--- config.mk ---
export PLATFORM = sky130hd
export DESIGN_NAME = axis_unpack_arbiter_flat
export DESIGN_NICKNAME = d
export VERILOG_FILES = /design/src/rtl/axis_unpack_arbiter_if.sv /design/src/rtl/axis_unpack_arbiter.sv /design/src/flat_wrapper.sv
export SDC_FILE = /design/constraint.sdc
export NUM_CORES = 1
export LEC_CHECK = 0
export CORE_AREA = 2 2 134 136
export DETAILED_ROUTE_END_ITERATION = 12
export DIE_AREA = 0 0 136 138
export HOLD_SLACK_MARGIN = 0.15
export MAX_ROUTING_LAYER = met4
export PLACE_DENSITY = 0.68
export SYNTH_ARGS = -nofsm -noshare
export SYNTH_HDL_FRONTEND = slang
export SYNTH_SLANG_ARGS = --single-unit
--- constraint.sdc ---
create_clock -name clk -period 5.3 [get_ports clk]
set_input_delay 1.325 -clock clk [delete_from_list [all_inputs] [get_ports clk]]
set_output_delay 1.325 -clock clk [all_outputs]
set_load 0.02 [all_outputs]
--- src/rtl/axis_unpack_arbiter_if.sv ---
// ---------------------------------------------------------------------------
// axis_unpack_arbiter_if
// Bundles the wide AXIS source lanes and the single arbitrated output stream
// that feeds the downstream wide-to-narrow unpacker.
//
// Signals
//   s_tvalid / s_tready / s_tlast  NUM_PORTS   per-source handshake
//   s_tdata   NUM_PORTS*AXIS_BYTES*8  source i at [i*AXIS_BYTES*8 +: AXIS_BYTES*8]
//   m_tvalid / m_tready / m_tlast  1           output handshake
//   m_tdata   AXIS_BYTES*8                     output word
//   m_tid     ID_WIDTH                         source index of the output word
//
// Modports
//   master : the arbiter's view (drives s_tready and the m_* stream)
//   slave  : the surrounding sources and unpacker
// ---------------------------------------------------------------------------
interface axis_unpack_arbiter_if #(
    parameter int NUM_PORTS  = 4,
    parameter int AXIS_BYTES = 8,
    parameter int ID_WIDTH   = 2
);
    logic [NUM_PORTS-1:0]              s_tvalid;
    logic [NUM_PORTS-1:0]              s_tready;
    logic [NUM_PORTS-1:0]              s_tlast;
    logic [NUM_PORTS*AXIS_BYTES*8-1:0] s_tdata;

    logic                              m_tvalid;
    logic                              m_tready;
    logic                              m_tlast;
    logic [AXIS_BYTES*8-1:0]           m_tdata;
    logic [ID_WIDTH-1:0]               m_tid;

    modport master (
        input  s_tvalid, s_tlast, s_tdata, m_tready,
        output s_tready, m_tvalid, m_tlast, m_tdata, m_tid
    );

    modport slave (
        output s_tvalid, s_tlast, s_tdata, m_tready,
        input  s_tready, m_tvalid, m_tlast, m_tdata, m_tid
    );
endinterface

--- src/rtl/axis_unpack_arbiter.sv ---
// ---------------------------------------------------------------------------
// axis_unpack_arbiter
// Packet-level round-robin arbiter sharing one downstream wide-to-narrow
// unpacker among NUM_PORTS wide AXIS sources. A source is granted for a whole
// packet (locked until tlast); its words pass through one output register
// stage and are tagged with the source index on m_tid.
//
// Ports
//   clk          clock, rising edge
//   sresetn      synchronous reset, active-low
//   port_enable  per-source grant enable (0 = never newly granted)
//   bus          axis_unpack_arbiter_if.master: source lanes and output stream
//   busy         1 while a packet is locked
// ---------------------------------------------------------------------------
module axis_unpack_arbiter #(
    parameter int NUM_PORTS  = 4,
    parameter int AXIS_BYTES = 8,
    parameter int ID_WIDTH   = 2
) (
    input  logic                   clk,
    input  logic                   sresetn,
    input  logic [NUM_PORTS-1:0]   port_enable,
    axis_unpack_arbiter_if.master  bus,
    output logic                   busy
);
    localparam int DATA_WIDTH = AXIS_BYTES * 8;
    localparam int PTR_WIDTH  = (NUM_PORTS > 1) ? $clog2(NUM_PORTS) : 1;
    localparam logic [PTR_WIDTH-1:0] LAST_PORT = PTR_WIDTH'(NUM_PORTS - 1);

    typedef enum logic {
        IDLE   = 1'b0,
        LOCKED = 1'b1
    } state_t;

    state_t                 state;
    logic [PTR_WIDTH-1:0]   ptr;
    logic [PTR_WIDTH-1:0]   sel;
    logic [PTR_WIDTH-1:0]   winner;
    logic                   found;
    logic [NUM_PORTS-1:0]   candidates;
    logic [NUM_PORTS-1:0]   ready;
    logic                   load;
    logic [DATA_WIDTH-1:0]  words [NUM_PORTS];

    // Split the flat source bus into one word per port for clean selection.
    for (genvar i = 0; i < NUM_PORTS; i++) begin : g_words
        assign words[i] = bus.s_tdata[i*DATA_WIDTH +: DATA_WIDTH];
    end

    assign candidates = bus.s_tvalid & port_enable;

    // Round-robin search starting at ptr and wrapping; the first candidate
    // encountered wins.
    always_comb begin
        int idx;
        winner = '0;
        found  = 1'b0;
        idx    = 0;
        for (int k = 0; k < NUM_PORTS; k++) begin
            idx = int'(ptr) + k;
            if (idx >= NUM_PORTS) begin
                idx = idx - NUM_PORTS;
            end
            if (!found && candidates[PTR_WIDTH'(idx)]) begin
                found  = 1'b1;
                winner = PTR_WIDTH'(idx);
            end
        end
    end

    // Only the locked source sees ready, and only when the output register
    // is empty or draining this cycle. Held low throughout reset.
    always_comb begin
        ready = '0;
        if (sresetn && state == LOCKED) begin
            ready[sel] = !bus.m_tvalid || bus.m_tready;
        end
    end

    assign bus.s_tready = ready;
    assign load         = bus.s_tvalid[sel] && ready[sel];
    assign busy         = sresetn && (state == LOCKED);

    // Grant FSM plus output register. A load takes priority over a drain so
    // back-to-back words sustain one word per clock.
    always_ff @(posedge clk) begin
        if (!sresetn) begin
            state        <= IDLE;
            ptr          <= '0;
            sel          <= '0;
            bus.m_tvalid <= 1'b0;
            bus.m_tlast  <= 1'b0;
            bus.m_tdata  <= '0;
            bus.m_tid    <= '0;
        end else begin
            if (load) begin
                bus.m_tdata  <= words[sel];
                bus.m_tlast  <= bus.s_tlast[sel];
                bus.m_tid    <= ID_WIDTH'(sel);
                bus.m_tvalid <= 1'b1;
            end else if (bus.m_tready) begin
                bus.m_tvalid <= 1'b0;
            end

            case (state)
                IDLE: begin
                    if (found) begin
                        sel   <= winner;
                        state <= LOCKED;
                    end
                end
                LOCKED: begin
                    if (load && bus.s_tlast[sel]) begin
                        state <= IDLE;
                        ptr   <= (sel == LAST_PORT) ? '0 : sel + 1'b1;
                    end
                end
                default: state <= IDLE;
            endcase
        end
    end
endmodule

--- src/flat_wrapper.sv ---
// flat-port wrapper written by rule: the top's interface ports become plain ports
module axis_unpack_arbiter_flat 
#(
    parameter int NUM_PORTS  = 4,
    parameter int AXIS_BYTES = 8,
    parameter int ID_WIDTH   = 2
)
  (clk, sresetn, port_enable, busy, bus_s_tvalid, bus_s_tlast, bus_s_tdata, bus_m_tready, bus_s_tready, bus_m_tvalid, bus_m_tlast, bus_m_tdata, bus_m_tid);
  axis_unpack_arbiter_if #(.NUM_PORTS(NUM_PORTS), .AXIS_BYTES(AXIS_BYTES), .ID_WIDTH(ID_WIDTH)) bus_i ();
  input  logic clk;
  input  logic sresetn;
  input  logic [NUM_PORTS-1:0] port_enable;
  output logic busy;
  input wire logic [$bits(bus_i.s_tvalid)-1:0] bus_s_tvalid;
  input wire logic [$bits(bus_i.s_tlast)-1:0] bus_s_tlast;
  input wire logic [$bits(bus_i.s_tdata)-1:0] bus_s_tdata;
  input wire logic [$bits(bus_i.m_tready)-1:0] bus_m_tready;
  output wire logic [$bits(bus_i.s_tready)-1:0] bus_s_tready;
  output wire logic [$bits(bus_i.m_tvalid)-1:0] bus_m_tvalid;
  output wire logic [$bits(bus_i.m_tlast)-1:0] bus_m_tlast;
  output wire logic [$bits(bus_i.m_tdata)-1:0] bus_m_tdata;
  output wire logic [$bits(bus_i.m_tid)-1:0] bus_m_tid;
  assign bus_i.s_tvalid = bus_s_tvalid;
  assign bus_i.s_tlast = bus_s_tlast;
  assign bus_i.s_tdata = bus_s_tdata;
  assign bus_i.m_tready = bus_m_tready;
  assign bus_s_tready = bus_i.s_tready;
  assign bus_m_tvalid = bus_i.m_tvalid;
  assign bus_m_tlast = bus_i.m_tlast;
  assign bus_m_tdata = bus_i.m_tdata;
  assign bus_m_tid = bus_i.m_tid;
  axis_unpack_arbiter #(.NUM_PORTS(NUM_PORTS), .AXIS_BYTES(AXIS_BYTES), .ID_WIDTH(ID_WIDTH)) u_core (.clk(clk), .sresetn(sresetn), .port_enable(port_enable), .bus(bus_i), .busy(busy));
endmodule
### Word-level counts from Yosys, hierarchy flattened

Cells that the tools add are included.

| word-level totals | value |
|---|---|
| flip-flop bits (word level) | 73 |
| input port bits | 271 |
| output and inout port bits | 73 |
| word-level logic and storage cells | 88 |

| cells by class | value |
|---|---|
| $add $sub $neg | 8 |
| magnitude comparators | 11 |
| eq/ne operators | 1 |
| muxes and demuxes | 42 |
| bitwise gates (word level) | 4 |
| reductions and logical operators | 15 |

Operators by type and width:

| cell | count |
|---|---|
| $bmux 64 s2 | 1 |
| $mux 64 | 2 |
| $mux 1 | 20 |
| $mux 2 | 9 |
| $lt 2x4->1 const B | 4 |
| $bmux 1 s2 | 7 |
| $ge 3x3->1 const B | 4 |
| $and 4x4->4 | 2 |
| $sub 2x1->2 const B | 4 |
| $logic_and 1x1->1 | 7 |
| $add 2x2->3 const B | 2 |
| $logic_not 1->1 | 4 |
| $mux 4 | 1 |
| $reduce_and 2->1 | 2 |
| $add 2x1->3 const B | 1 |
| $ge 2x3->1 const B | 1 |
| $lt 2x3->1 const B | 1 |
| $not 2->3 | 1 |
| $add 2x1->2 const B | 1 |
| $demux 1 s2 | 1 |
| $eq 2x2->1 const B | 1 |
| $ge 2x1->1 const B | 1 |
| $pmux 1 s2 | 1 |
| $reduce_bool 2->1 | 1 |
| other kinds (2) | 2 |

### Depth between registers and ports, before layout

Gate-level depths: netlist of run 1.

| depth | value |
|---|---|
| depth in word-level cells | 17 |
| depth in mapped cells | 9 |
| gate-level depth less buffers | 6 |

### Worst setup path after synthesis of run 1

No wires, ideal clock.

| timing | value |
|---|---|
| path kind | in2out |
| from | in sresetn |
| to | out bus_s_tready[0] |
| data arrival time | 2.239 ns |
| required time | 3.975 ns |
| slack | 1.736 ns |
| cell stages on the path | 4 |
| path buffers | 1 |
| cells stage by stage | nand2_1 > nor2_1 > clkbuf_1 > and2_1 |

| on the way | value |
|---|---|
| cells in the longest elaborated chain, start to end | 2 |

Ends and longest elaborated chain:

| what | line | source |
|---|---|---|
| start: declaration | flat_wrapper.sv:11 | `input logic sresetn;` |
| $logic_and 1x1->1 | axis_unpack_arbiter.sv:75 | `if (sresetn && state == LOCKED) begin` |
| $mux 4 | axis_unpack_arbiter.sv:75 |  |
| end: declaration | flat_wrapper.sv:18 | `output wire logic [$bits(bus_i.s_tready)-1:0] bus_s_tready;` |

Every way passes these cells.

### Worst setup path after layout of run 1

| timing | value |
|---|---|
| from | in bus_m_tready |
| to | out bus_s_tready[0] |

| on the way | value |
|---|---|
| cells in the longest elaborated chain, start to end | 3 |

Ends and longest elaborated chain:

| what | line | source |
|---|---|---|
| start: declaration | flat_wrapper.sv:17 | `input wire logic [$bits(bus_i.m_tready)-1:0] bus_m_tready;` |
| $logic_or 1x1->1 | axis_unpack_arbiter.sv:76 | `ready[sel] = !bus.m_tvalid \|\| bus.m_tready;` |
| $and 4x4->4 (no source line) | - |  |
| $mux 4 | axis_unpack_arbiter.sv:75 |  |

Every way passes these cells.

==> impl_metrics.toml, run 1 <==
[floorplanning]
fp.dieH_um = 138
initial_core_util_pct = 27.3
dieArea_mm2 = 0.0188
die_w_um = 136
num_io_pins = 344
fp-row-count = 49
core_region_area_mm2 = 0.0175

[sta]
fin_tns_setup_ps = 0
worst_slew_pin_slew_ps = 1150
slew_headroom_pct = 23.2
period_needed_ps = 4150
hold_viol = 0
drv_slew = 0
fmax_mhz = 241
fin_worst_skew_ps = 4.39
setup_viol = 0
rsz0062_at_grt = "no"
fin_crit_sh_pct = 78.2

[drt]
drc = 0
drt_first_iter_violations = 203
via_count = 5062
drtAntennaViolNets = 0
wirelength_mm = 18.8
post_drt_via_cell_ratio = 5.07
wl_per_cell_um = 18.8
first_pass_iters = 4

[critical_path]
cp-startpoint = "bus_m_tready"
worstPathMaxFanout = 5
crit_type = "primary input to primary output"
timing.rr.start = "u_core.sel[0]$_SDFFE_PN0P_"
r2r_slack_ps = 2050
reg2reg_depth = 7
worstPathCellList = "clkdlybuf4s50_1, nor2b_1, nor2_4, and2_1, clkdlybuf4s50_1"
cp.arrival_ps = 2820
crit_top_cell = "clkdlybuf4s50_1"
required_ps = 3970
rr_endpoint = "u_core.bus.m_tdata[62]$_SDFFE_PN0P_"
worstSetupStartpointType = "primary input"
cp-end-kind = "primary output"
slowest_delay_ps = 540
slowest_stage = "clkdlybuf4s50_1"

[cts]
cts_sinks = 73
post_cts_buffers = 0
cts_tree = "yes"
cts_resized = 0
cts.clk_slew.worst_paths_ps = 60
cts_max_level = 3
clk-insertion-delay-late_ps = 330
hold_buffers = 0
numCtsBuffers = 9
cts_max_path_buffers = 2
cts_root_buf = "clkbuf_16"

[logic_synthesis]
synth_area_leader_cell = "mux4_2"
synth_edf_count = 0
seq_area_frac_synth_pct = 30.5
synth_area_leaders = "mux4_2 (31%), dfxtp_1 (30%), nand3_1 (7.4%), a21boi_1 (6.9%), o21ai_1 (4.2%)"
yosysMostFrequentCell = "dfxtp_1"
synth_cells = 454
ys_ff_latch = 73
yosysWarnings = 0
async_reset_ff_share_pct = 0
synthSimpleGateAreaFrac_pct = 10.7
synth.net_count = 729
synth.avg_cell_area_um2 = 10.6
synth_xor_area_share_pct = 0
synth_ff_type = "dfxtp_1"
synth_compound_area_share_pct = 19.7
synth_top_family_by_area = "multiplexers"
synth_commonest_cells = "dfxtp_1 (73), nand3_1 (71), mux4_2 (67), a21boi_1 (44), o21ai_1 (40)"
synth_area_mm2 = 0.00479
synth.top_cell.area_share_pct = 31.5
synth_fa_ha_area_share_pct = 1.04
synth.area.mux_share_pct = 32.1
yosysUniqueCellTypes = 33

[global_route]
grt_overflow = 0
grt_use_met1_pct = 23.9
grt_util_met3_pct = 4.69
grt_pass1_vias = 5298
busiest_layer = "met2"
grtUsageTotal_pct = 20.4
grt_first_pass_wirelength_mm = 28.8
grt_start_max_net_pins = 77
antenna_found_initial = 3
grt_util_met2_pct = 34.1

[pwr]
p_per_area_mw_per_mm2 = 196
vdd_drop_max_mv = 0.159
p_leak_uw = 0.00282

[min_path]
min_path_cells = 2
holdPathEnd = "u_core.bus.m_tdata[16]$_SDFFE_PN0P_"
hp-class = "flop to flop"
min-delay-start = "u_core.bus.m_tdata[16]$_SDFFE_PN0P_"

[finish]
final_layout_size_suffix_gt1_share_pct = 12.3
nets = 1039
fin_area_mm2 = 0.00858
syn2layout_area_growth_pct = 79.0
fill_cells = 1673

[status]
outcome = "finished clean"

[placement]
gp_congestion = 0.879
placed_area_mm2 = 0.00832
io_buffers = 343
dp_hpwl_mm = 14.1

[job]
max-cap-violations = 0
metrics by stage:
| stage | setup WS [ps] | total power [µW] | cells | hold WS [ps] | utilization, % |
|---|---|---|---|---|---|
| after floorplan | 1740 | 861 | 454 | 457 | - |
| after global placement | 1180 | 1150 | 982 | 462 | 47.4 |
| after detailed placement | 1150 | 1150 | 982 | 466 | 47.4 |
| after CTS | 1150 | 1710 | 996 | 474 | 48.9 |
| after global routing | 1100 | 1760 | 999 | 491 | 48.9 |
| final | 1150 | 1680 | 999 | 472 | 48.9 |
area by class of cell:
class	count	area, µm²	share of cell area [%]
Timing Repair Buffer	351	3490	40.7
Inverter	5	21.3	0.248
Multi-Input combinational cell	324	3050	35.6
Sequential cell	73	1470	17.1
Tap cell	229	287	3.34
Antenna cell	3	7.51	0.0875
Clock buffer	13	250	2.92
Clock inverter	1	5.00	0.0583
state kept, by name (all words and copies together), names as in the netlist:
register,cells
u_core.sel,2
u_core.bus.m_tid,2
u_core.ptr,2
u_core.bus.m_tvalid,1
u_core.bus.m_tdata,64
u_core.state,1
u_core.bus.m_tlast,1
placed cells by master, fill, tap and decap left out, types with 3 or more instances in the layout:
cell / synthesis / layout
o21ai_0: 32 / 32
mux2i_1: 3 / 3
and2_1: 8 / 8
clkdlybuf4s50_1: 0 / 342
clkbuf_1: 27 / 3
a21boi_0: 24 / 24
nand2_1: 12 / 12
a21boi_1: 44 / 44
diode_2: 0 / 3
ha_1: 4 / 4
clkbuf_16: 0 / 9
dfxtp_1: 73 / 71
inv_1: 4 / 4
nor2b_1: 3 / 3
mux4_2: 67 / 67
nand3_1: 71 / 71
o21ai_1: 40 / 40
buf_4: 3 / 8
critical path: cells and delay by family:
kind          cells  cell delay (ps)
buf+inv           2              940
simple gates      3              570
worst max-delay path by stage:
stage | slack [ps] | cells after the start | end
final | 1150 | 5 | bus_s_tready[0]
after global routing | 1100 | 5 | bus_s_tready[3]
after CTS | 1150 | 5 | bus_s_tready[0]
after detailed placement | 1150 | 5 | bus_s_tready[0]
after global placement | 1180 | 5 | bus_s_tready[3]
after floorplan | 1740 | 4 | bus_s_tready[0]
power by group:
group	switching [µW]	internal (µW)	total, µW
registers	28.6	570	598
logic	206	329	536
clock network	226	324	551
metal layers:
| metal | vias up | wire (µm) |
|---|---|---|
| li1 | 2384 | - |
| met1 | 2455 | 7460 |
| met2 | 196 | 9500 |
| met3 | 27 | 1450 |
| met4 | 0 | 417 |
| met5 | - | 0 |
logic make-up (layout without fill, tap and decap cells):
kind of cell,count (synthesis),after routing
DFF,73,73
muxes,70,70
adders and majority gates,4,4
and+or+nand+nor,101,101
buffers and inverters,57,370
AOI/OAI and AO/OA,149,149
other,0,3
Note: power is estimated with default switching activity, not from simulation.
==> inputs of run 2 (changes only) <==
--- a/config.mk
+++ b/config.mk
@@ -5,12 +5,12 @@
 export SDC_FILE = /design/constraint.sdc
 export NUM_CORES = 1
 export LEC_CHECK = 0
-export CORE_AREA = 2 2 134 136
+export CORE_AREA = 2 2 133 135
 export DETAILED_ROUTE_END_ITERATION = 12
-export DIE_AREA = 0 0 136 138
+export DIE_AREA = 0 0 135 137
 export HOLD_SLACK_MARGIN = 0.15
 export MAX_ROUTING_LAYER = met4
-export PLACE_DENSITY = 0.68
+export PLACE_DENSITY = 0.71
 export SYNTH_ARGS = -nofsm -noshare
 export SYNTH_HDL_FRONTEND = slang
 export SYNTH_SLANG_ARGS = --single-unit
==> constraint.sdc (replaced) <==
create_clock -name clk -period 3.6 [get_ports clk]
set_input_delay 0.9 -clock clk [delete_from_list [all_inputs] [get_ports clk]]
set_output_delay 0.9 -clock clk [all_outputs]
set_load 0.02 [all_outputs]
==> run 2 against run 1 <==
  * Design area grew 0.36%
  * Sequential power grew 45%
  * Clock-buffer cell count is 2 lower
  * Worst setup slack got worse by 880 ps
  * Critical path type unchanged
  * Critical endpoint is now bus_s_tready[2]
  * Largest cell class unchanged
==> impl_metrics.toml, run 2 (synthesis gave the netlist of run 1 again) <==
[sta]
setup_viol = 0
hold_viol = 0
drv_slew = 0
period_needed_ps = 3330
slew_headroom_pct = 49.1
fmax_mhz = 301
fin_worst_skew_ps = 6.36
worst_slew_pin_slew_ps = 764
fin_crit_sh_pct = 92.4
rsz0062_at_grt = "no"
fin_tns_setup_ps = 0

[critical_path]
slowest_delay_ps = 530
cp.arrival_ps = 2430
worstPathMaxFanout = 5
worstSetupStartpointType = "primary input"
worstPathCellList = "clkdlybuf4s50_1, nor2b_1, nor2_4, and2_1, clkdlybuf4s50_1"
crit_top_cell = "clkdlybuf4s50_1"
crit_type = "primary input to primary output"
slowest_stage = "clkdlybuf4s50_1"
cp-end-kind = "primary output"
required_ps = 2700

[global_route]
grtUsageTotal_pct = 20.5
grt_first_pass_wirelength_mm = 28.2
grt_overflow = 0
grt_pass1_vias = 5243
grt_start_max_net_pins = 77
antenna_found_initial = 1

[pwr]
p_leak_uw = 0.00284
fin_total_pwr_uw = 2510
p_per_area_mw_per_mm2 = 292
vdd_drop_max_mv = 0.236

[status]
outcome = "finished clean"

[finish]
fill_cells = 1592
layout_commonest_cell = "clkdlybuf4s50_1"
regMostFlops = "u_core.bus.m_tdata"
final_layout_size_suffix_gt1_share_pct = 12.9
final_cell_mix = "clkdlybuf4s50_1 (342), nand3_1 (71), dfxtp_1 (71)"
largest_reg_flops = 64
fin_area_mm2 = 0.00861
syn2layout_area_growth_pct = 79.7
nets = 1041

[cts]
numCtsBuffers = 9
cts_max_path_buffers = 2
cts_max_level = 3
post_cts_buffers = 0
cts_tree = "yes"
cts_resized = 0
clk-insertion-delay-late_ps = 330
cts_sinks = 73
hold_buffers = 0
cts.clk_slew.worst_paths_ps = 50
cts_root_buf = "clkbuf_16"

[drt]
drc = 0
drt_first_iter_violations = 286
first_pass_iters = 4
post_drt_via_cell_ratio = 5.04
wirelength_mm = 18.9
drtAntennaViolNets = 0
via_count = 5014
wl_per_cell_um = 19.0

[floorplanning]
die_w_um = 135
initial_core_util_pct = 28.1
fp.dieH_um = 137
fp-row-count = 48
core_region_area_mm2 = 0.0171
dieArea_mm2 = 0.0185
num_io_pins = 344

[job]
max-cap-violations = 0

[placement]
gp_congestion = 0.821
io_buffers = 343
dp_hpwl_mm = 14.5
placed_area_mm2 = 0.00834

[min_path]
hp-class = "flop to flop"
## run 2: changes by cell type in the layout (fill, tap and decap cells not counted), sizes merged
cell / before / now
diode: 3 / 1
buf: 9 / 11
clkinv: 1 / 2
clkbuf: 13 / 11
inv: 5 / 6
## run 2: final cells by class
class                           instances  area (µm²)  share of cell area [%]
Multi-Input combinational cell        324        3050                    35.4
Timing Repair Buffer                  353        3520                    40.8
Clock buffer                           11         253                    2.94
Clock inverter                          3        16.3                   0.189
Sequential cell                        73        1470                    17.1
Inverter                                5        21.3                   0.247
Tap cell                              225         282                    3.27
Antenna cell                            1        2.50                  0.0291
## run 2: report_power, final
group          internal (µW)  switching [µW]  total, µW
Clock                    494             342        837
Combinational            492             320        812
Sequential               839            27.5        866
## run 2: worst max-delay path: cells and delay by family
family	cells	cell delay, ps
and+or+nand+nor	3	580
buffers and inverters	2	940
## run 2: routing by layer
| layer | vias up | share of wire (%) | global-route usage (%) |
|---|---|---|---|
| li1 | 2383 | - | - |
| met1 | 2402 | 39 | 23.6 |
| met2 | 206 | 51 | 35.2 |
| met3 | 23 | 8.1 | 4.85 |
| met4 | 0 | 1.9 | 6.83 |
| met5 | - | 0 | - |
## run 2: worst paths after layout
path                                       startpoint                                  end  slack, ps  depth (start not counted)
hold / removal    u_core.bus.m_tdata[14]$_SDFFE_PN0P_  u_core.bus.m_tdata[14]$_SDFFE_PN0P_        470                          2
hold reg to reg   u_core.bus.m_tdata[14]$_SDFFE_PN0P_  u_core.bus.m_tdata[14]$_SDFFE_PN0P_        470                          2
setup / recovery                         bus_m_tready                      bus_s_tready[2]        270                          5
setup reg to reg           u_core.sel[1]$_SDFFE_PN0P_  u_core.bus.m_tdata[59]$_SDFFE_PN0P_       1030                          6
## run 2: stage by stage
| stage | hold WS, ps | std cells | setup WS [ps] | util, % |
|---|---|---|---|---|
| 6_report | 473 | 995 | 274 | 50.5 |
| 2_1_floorplan | 457 | 454 | 886 | - |
| 3_5_place_dp | 467 | 980 | 283 | 48.9 |
| 4_1_cts | 475 | 994 | 283 | 50.5 |
| 5_1_grt | 492 | 995 | 230 | 50.5 |
| 3_3_place_gp | 460 | 980 | 307 | 48.9 |
